<file path="src/rtl/v16_pulse_gen.sv">
// Synthetic detector-pulse source: step-rise, exponential-decay pulses
// on a programmable baseline, with pile-up by superposition.
module v16_pulse_gen #(
  parameter int DATA_W      = 12,
  parameter int FRAC_W      = 8,
  parameter int DECAY_SHIFT = 4,
  parameter int HOLDOFF     = 4
) (
  input  logic              clk,
  input  logic              reset,
  input  logic              sample_en,
  input  logic [DATA_W-1:0] baseline,
  input  logic              pulse_valid,
  output logic              pulse_ready,
  input  logic [DATA_W-1:0] pulse_amp,
  output logic [DATA_W-1:0] data_out,
  output logic              out_valid,
  output logic              busy
);

  localparam int AW = DATA_W + FRAC_W;
  localparam int HW = (HOLDOFF > 0) ? $clog2(HOLDOFF + 1) : 1;
  localparam logic [HW-1:0] HOLD_INIT = HW'(HOLDOFF);

  typedef enum logic [1:0] {
    IDLE,
    PEND,
    HOLD
  } state_e;

  state_e            state_q, state_d;
  logic [AW-1:0]     acc_q, acc_d;
  logic [DATA_W-1:0] pend_q, pend_d;
  logic [HW-1:0]     hold_q, hold_d;
  logic              ready_q, ready_d;
  logic [DATA_W-1:0] data_q, data_d;
  logic              valid_q;
  logic              busy_q, busy_d;

  logic              apply;
  logic [AW-1:0]     dec;
  logic [AW:0]       sum;
  logic [AW-1:0]     acc_n;
  logic [DATA_W:0]   osum;
  logic [DATA_W-1:0] data_n;

  always_comb begin
    state_d = state_q;
    pend_d  = pend_q;
    hold_d  = hold_q;
    apply   = 1'b0;
    unique case (1'b1)
      (state_q == IDLE): begin
        if (pulse_valid && ready_q) begin
          pend_d  = pulse_amp;
          state_d = PEND;
        end
      end
      (state_q == PEND): begin
        if (sample_en) begin
          apply   = 1'b1;
          hold_d  = HOLD_INIT;
          state_d = (HOLDOFF == 0) ? IDLE : HOLD;
        end
      end
      (state_q == HOLD): begin
        if (sample_en) begin
          hold_d = hold_q - HW'(1);
          if (hold_q <= HW'(1)) state_d = IDLE;
        end
      end
      default: state_d = IDLE;
    endcase
  end

  // Forced minimum decay of 1 lets the tail settle exactly at zero.
  always_comb begin
    dec = acc_q >> DECAY_SHIFT;
    if (dec == '0 && acc_q != '0) dec = AW'(1);
    sum = {1'b0, acc_q - dec};
    if (apply) sum = sum + {1'b0, pend_q, {FRAC_W{1'b0}}};
    acc_n  = sum[AW] ? '1 : sum[AW-1:0];
    osum   = {1'b0, baseline} + {1'b0, acc_n[AW-1:FRAC_W]};
    data_n = osum[DATA_W] ? '1 : osum[DATA_W-1:0];
  end

  always_comb begin
    acc_d   = sample_en ? acc_n : acc_q;
    data_d  = sample_en ? data_n : data_q;
    ready_d = (state_d == IDLE);
    busy_d  = (acc_d != '0) || (state_d != IDLE);
  end

  always_ff @(posedge clk or negedge reset) begin
    if (!reset) begin
      state_q <= IDLE;
      acc_q   <= '0;
      pend_q  <= '0;
      hold_q  <= '0;
      ready_q <= 1'b0;
      data_q  <= '0;
      valid_q <= 1'b0;
      busy_q  <= 1'b0;
    end else begin
      state_q <= state_d;
      acc_q   <= acc_d;
      pend_q  <= pend_d;
      hold_q  <= hold_d;
      ready_q <= ready_d;
      data_q  <= data_d;
      valid_q <= sample_en;
      busy_q  <= busy_d;
    end
  end

  assign pulse_ready = ready_q;
  assign data_out    = data_q;
  assign out_valid   = valid_q;
  assign busy        = busy_q;

endmodule

</file>
<file path="config.mk">
export PLATFORM = sky130hd
export DESIGN_NAME = v16_pulse_gen
export DESIGN_NICKNAME = d
export VERILOG_FILES = /design/src/rtl/v16_pulse_gen.sv
export SDC_FILE = /design/constraint.sdc
export NUM_CORES = 1
export LEC_CHECK = 0
export BUFFER_PORTS_ARGS = -buffer_cell sky130_fd_sc_hd__buf_4
export CORE_UTILIZATION = 35
export DETAILED_ROUTE_END_ITERATION = 10
export GPL_ROUTABILITY_DRIVEN = 0
export PLACE_DENSITY = 0.49
export SETUP_SLACK_MARGIN = 0.4
export SYNTH_ARGS = -nofsm -noshare
export SYNTH_HDL_FRONTEND = slang
export SYNTH_SLANG_ARGS = --single-unit
</file>
<file path="constraint.sdc">
create_clock -name clk -period 9 [get_ports clk]
set_input_delay 1.8 -clock clk [delete_from_list [all_inputs] [get_ports clk]]
set_output_delay 1.8 -clock clk [all_outputs]
set_load 0.1 [all_outputs]
</file>
### Word level (Yosys, flattened, before mapping)

Index checks and enable logic that the tools add are counted.

* multiply operators: 0
* div/mod/pow operators: 0
* shift-type cells: 0
* equality and inequality tests: 4
* add/sub/neg operators: 4
* order comparisons: 1
* bitwise logic cells: 0
* muxes and demuxes: 15
* reductions and logical operators: 12

Operator list (number)
* $mux 20: 2
* $reduce_bool 20->1: 2
* $add 20x20->21: 1
* $mux 21: 1
* $logic_not 20->1: 1
* $sub 20x20->20: 1
* $mux 16: 1
* $add 12x12->13: 1
* $mux 12: 1
* $mux 2: 4
* $mux 3: 2
* $pmux 2 s3: 1
* $pmux 3 s2: 1
* $logic_not 2->1: 2
* $ne 2x2->1 const B: 2
* $reduce_bool 2->1: 2
* $le 3x1->1 const B: 1
* $reduce_and 3->1: 1
* $sub 3x1->3 const B: 1
* $eq 2x1->1 const B: 1
* $eq 2x2->1 const B: 1
* $logic_and 1x1->1: 2
* $mux 1: 2
* $reduce_and 2->1: 1
* $logic_or 1x1->1: 1

* input bits: 28
* latch bits: 0
* output and inout port bits: 15
* bits in writable memories: 0
* register bits after elaboration: 52
* logic and storage cells: 44
* memory bits (read-only): 0
* memories: 0

### Depth between registers and ports, before layout

* depth after elaboration: 10
* mapped depth: 33
* depth with buffers taken out: 32

### Worst setup path after synthesis

Ideal clock, no wire load.

* path type: register to register
* from: reg acc_q[1]
* to: reg data_q[10], in the netlist data_out[10]
* setup time: 121 ps
* buffers on the path: 1
* arrival time: 6395 ps
* stages on the path, launching flop included: 33
* clock period less this slack: 6517 ps
* required time: 8879 ps
* setup slack: 2483 ps
* cell sequence: dfrtp_1 -> nor4_1 -> nor3_1 -> a31o_2 -> ha_1 -> inv_1 -> fa_1 -> a21oi_1 -> or4_1 -> nand4_1 -> a2111oi_1 -> or3_4 -> and3_1 -> xnor2_1 -> ha_1 -> a21oi_1 -> o21ai_1 -> o41a_1 -> o41a_1 -> o22a_1 -> ha_1 -> inv_1 -> fa_1 -> inv_1 -> a21oi_1 -> o21bai_1 -> a21o_1 -> a21o_1 -> a311oi_1 -> o21ai_0 -> a31o_2 -> clkbuf_1 -> o22a_1

* word-level cells in the longest chain between the ends: 9

Ends and longest elaborated chain
* from (decl): RTL line 32 `logic [AW-1:0] acc_q, acc_d;`
* from (signal assigned): RTL line 97 `acc_q <= '0;`
* from (signal assigned): RTL line 106 `acc_q <= acc_d;`
* $reduce_bool 20->1: RTL line 79 `if (dec == '0 && acc_q != '0) dec = AW'(1);`
* $logic_and 1x1->1: RTL line 79
* $mux 16: RTL line 79
* $sub 20x20->20 (*): RTL line 80 `sum = {1'b0, acc_q - dec};`
* $add 20x20->21: RTL line 81 `if (apply) sum = sum + {1'b0, pend_q, {FRAC_W{1'b0}}};`
* $mux 21 (*): RTL line 81
* $mux 20 (*): RTL line 82 `acc_n = sum[AW] ? '1 : sum[AW-1:0];`
* $add 12x12->13 (*): RTL line 83 `osum = {1'b0, baseline} + {1'b0, acc_n[AW-1:FRAC_W]};`
* $mux 12 (*): RTL line 84 `data_n = osum[DATA_W] ? '1 : osum[DATA_W-1:0];`
* to (signal assigned): RTL line 110 `data_q <= data_d;`
* to (decl): RTL line 36 `logic [DATA_W-1:0] data_q, data_d;`

Mark *: on every way between the ends. The rest lies on a longest branch, timed or not.
A chain may end at the register's enable or synchronous reset.

### Worst setup path in the final report

* from: reg acc_q[16]
* to: reg data_q[4], in the netlist data_out[4]

* word-level cells in the longest chain between the ends: 9
* elaborated cells on any way between the ends: 10
* those cells by class: add/sub (3); mux (4); reduce/logical (3)

Ends and longest elaborated chain (RTL line)
* $logic_not 20->1 or $reduce_bool 20->1 (tied branches): 79
* $logic_and 1x1->1: 79
* $mux 16: 79
* $sub 20x20->20 (*): 80
* $add 20x20->21: 81
* $mux 21 (*): 81
* $mux 20 (*): 82
* $add 12x12->13 (*): 83
* $mux 12 (*): 84

Marks and branches as above.

==> impl_metrics.ini <==
[drt]
via_per_inst = 5.588
dr.pass1.iters = 5
wirelength_um = 11520
vias = 3800
first_iter_violations = 197
drtAntennaViolNets = 0
drc_errors = 0
wl_per_cell_um = 16.94

[cells_and_area]
fillers = 1216
final_cell_area_sq_um = 4832
diodes = 0
syn2layout_area_growth_pct = 14.06
layout.nets = 608
drive_gt1_share_pct = 11.92

[floorplan]
die_y_um = 112.0
core_sq_um = 11610
io_pins = 43
rows = 39
initial_core_util_pct = 36.48
die_w_um = 112.0
dieArea_sq_um = 12550

[synth]
synth_area_leader_cell = dfrtp_1
synthesis.nets = 572
synth-edff-count = 0
netlist_area_sq_um = 4237
avgSynthCellArea_sq_um = 8.473
syn_inst = 500
yosysTopAreaCellShare_pct = 30.71
synth_async_sr_flop_share_pct = 100.0
synth_cell_types = 58
synth-seq-cells = 52
synth_top_flop_cell = dfrtp_1
yosys_warnings = 0
synth-seq-area-share_pct = 30.71
synthTopCellsByArea = dfrtp_1 (31%), ha_1 (12%), nand2_1 (5.9%), xnor2_1 (5.4%), inv_1 (3.7%)

[critical_path]
setup.worst_path.end_class = register
path_depth = 32
worstPathArrival_ns = 7.56
slowest_stage = dfrtp_1
start_kind = register
r2r_cells = 32
cp.required_ns = 9.19
critical_path.top_delay_family = compound AO/OA/AOI/OAI gates
crit_fanout = 14
path_class = register to register
max_stage_delay_ns = 0.41
critical_path_buf_inv_count = 4
path_common_cell = inv_1

[timing]
setup_tns_ns = 0
fin_worst_skew_ns = 0.008143
post-route-period-util_pct = 81.83
period_needed_ns = 7.365
worst_slew_pin_slew_ns = 0.6869
finalHoldViolations = 0
setup_viol = 0
slew_violations = 0
rsz0062_at_grt = no
slew_headroom_pct = 54.21
setup_ws_ns = 1.635
fmax_mhz = 135.8

[clock_network]
cts_tree = built
clk_pin_slew_ns = 0.08
cts_setup_buffers = 0
clock_tree.root_cell = clkbuf_16
cts_resized = 0
clk_path_buf_depth = 2
numClockSinks = 52
cts_buffers = 5
h-tree-depth = 2
clock_latency_ns = 0.30
ctsHoldBuffers = 0

[flow_run]
max_cap_violations = 0

[placed_design]
pre_cts_slack_ns = 1.702
dp_hpwl_um = 8888
placed_area_sq_um = 4679
port_buffers = 42

[global_routing]
gr-usage-all-layers_pct = 19.36
overflow = 0
grt_max_degree = 53
grt_first_pass_wirelength_um = 19060
first_global_vias = 3744
grt_antenna_before_repair = 0

[hold_path]
hold_path_class = register to register
hold_depth = 2

[status]
outcome = complete, no violations
-- flip-flops by register name, summed over array words and instances (netlist names) --
signal,count
acc_q,20
out_valid,1
hold_q,3
data_out,12
busy,1
pend_q,12
pulse_ready,1
state_q,2
-- layout make-up --
cell class	instances	area (sq um)	share of cell area (%)
Clock buffer	5	125.1	2.589
Clock inverter	3	27.53	0.5697
Tap cell	143	178.9	3.703
Multi-Input combinational cell	391	2711	56.11
Sequential cell	52	1301	26.93
Timing Repair Buffer	44	330.3	6.836
Inverter	42	157.7	3.263
-- placed cells by master (no fill, tap or decap), types with 4 or more instances in the layout --
| cell type | count |
|---|---|
| nand2_1 | 67 |
| dfrtp_1 | 52 |
| buf_4 | 44 |
| inv_1 | 42 |
| ha_1 | 41 |
| nor2_1 | 34 |
| a21oi_1 | 30 |
| xnor2_1 | 26 |
| o21ai_0 | 23 |
| o22a_1 | 18 |
| nand3_1 | 11 |
| nor3_1 | 11 |
| and3_1 | 7 |
| o21a_1 | 7 |
| and2_1 | 7 |
| nand4_1 | 7 |
| a21o_1 | 6 |
| a31oi_1 | 6 |
| xor2_1 | 6 |
| or3_1 | 6 |
| a31o_2 | 5 |
| nor4_1 | 5 |
| mux2i_1 | 5 |
| clkbuf_16 | 5 |
| a211oi_1 | 4 |
| and4_1 | 4 |
| mux2_2 | 4 |
| o211ai_1 | 4 |
| o21bai_1 | 4 |
-- worst register-to-register path, delay by kind of cell, from the launching register on --
| family | cells | cell delay [ns] |
|---|---|---|
| AOI/OAI and AO/OA | 16 | 3.96 |
| adders and majority gates | 5 | 1.25 |
| and+or+nand+nor | 6 | 1.15 |
| DFF | 1 | 0.41 |
| buffers and inverters | 4 | 0.34 |
| xor gates and xnor gates | 1 | 0.17 |
-- synth_stat cells, types with 5 or more instances --
cell type and number:
nand2_1 67, dfrtp_1 52, inv_1 42, ha_1 41, nor2_1 34, a21oi_1 30
xnor2_1 26, o21ai_0 23, o22a_1 18, nand3_1 11, nor3_1 11, clkbuf_1 8
and2_1 7, and3_1 7, nand4_1 7, o21a_1 7, a21o_1 6, a31oi_1 6
or3_1 6, xor2_1 6, a31o_2 5, buf_2 5, mux2i_1 5, nor4_1 5
-- routing by layer --
metal	wire (um)	GRT usage, %	share of wire [%]	vias up
met5	0	0	0	-
met4	223	6.044	1.9	0
met3	417	2.808	3.6	10
met2	5362	32.30	47	82
met1	5512	25.94	48	1817
li1	-	-	-	1891
-- kinds of logic after synthesis --
group	synth area share [%]
flops	30.71
simple gates	19.08
fa+ha+maj	13.53
buf+inv	5.286
xor+xnor	6.616
compound gates	22.18
mux	2.599
-- metrics by stage --
| step | util (%) | hold slack, ns | cells |
|---|---|---|---|
| final | 41.61 | 0.4886 | 680 |
| after global routing | 41.61 | 0.5172 | 680 |
| after CTS | 41.61 | 0.4913 | 680 |
| after detailed placement | 40.29 | 0.4730 | 672 |
| after global placement | 40.29 | 0.4769 | 672 |
| after floorplan | - | 0.4523 | 500 |
-- path summary, 6_finish.rpt --
path	from	slack [ns]	end
min in group asynchronous	reset	1.53	hold_q[2]
worst min-delay path	pend_q[6]	0.49	pend_q[6]
worst max-delay path	acc_q[16]	1.64	data_out[4]
worst max register to register	acc_q[16]	1.64	data_out[4]
worst min register to register	pend_q[6]	0.49	pend_q[6]
max in group asynchronous	reset	7.00	pend_q[3]
Power is left out: the tool's default activity adds up to more than one toggle a clock period on the data nets, which glitch-free logic cannot reach.
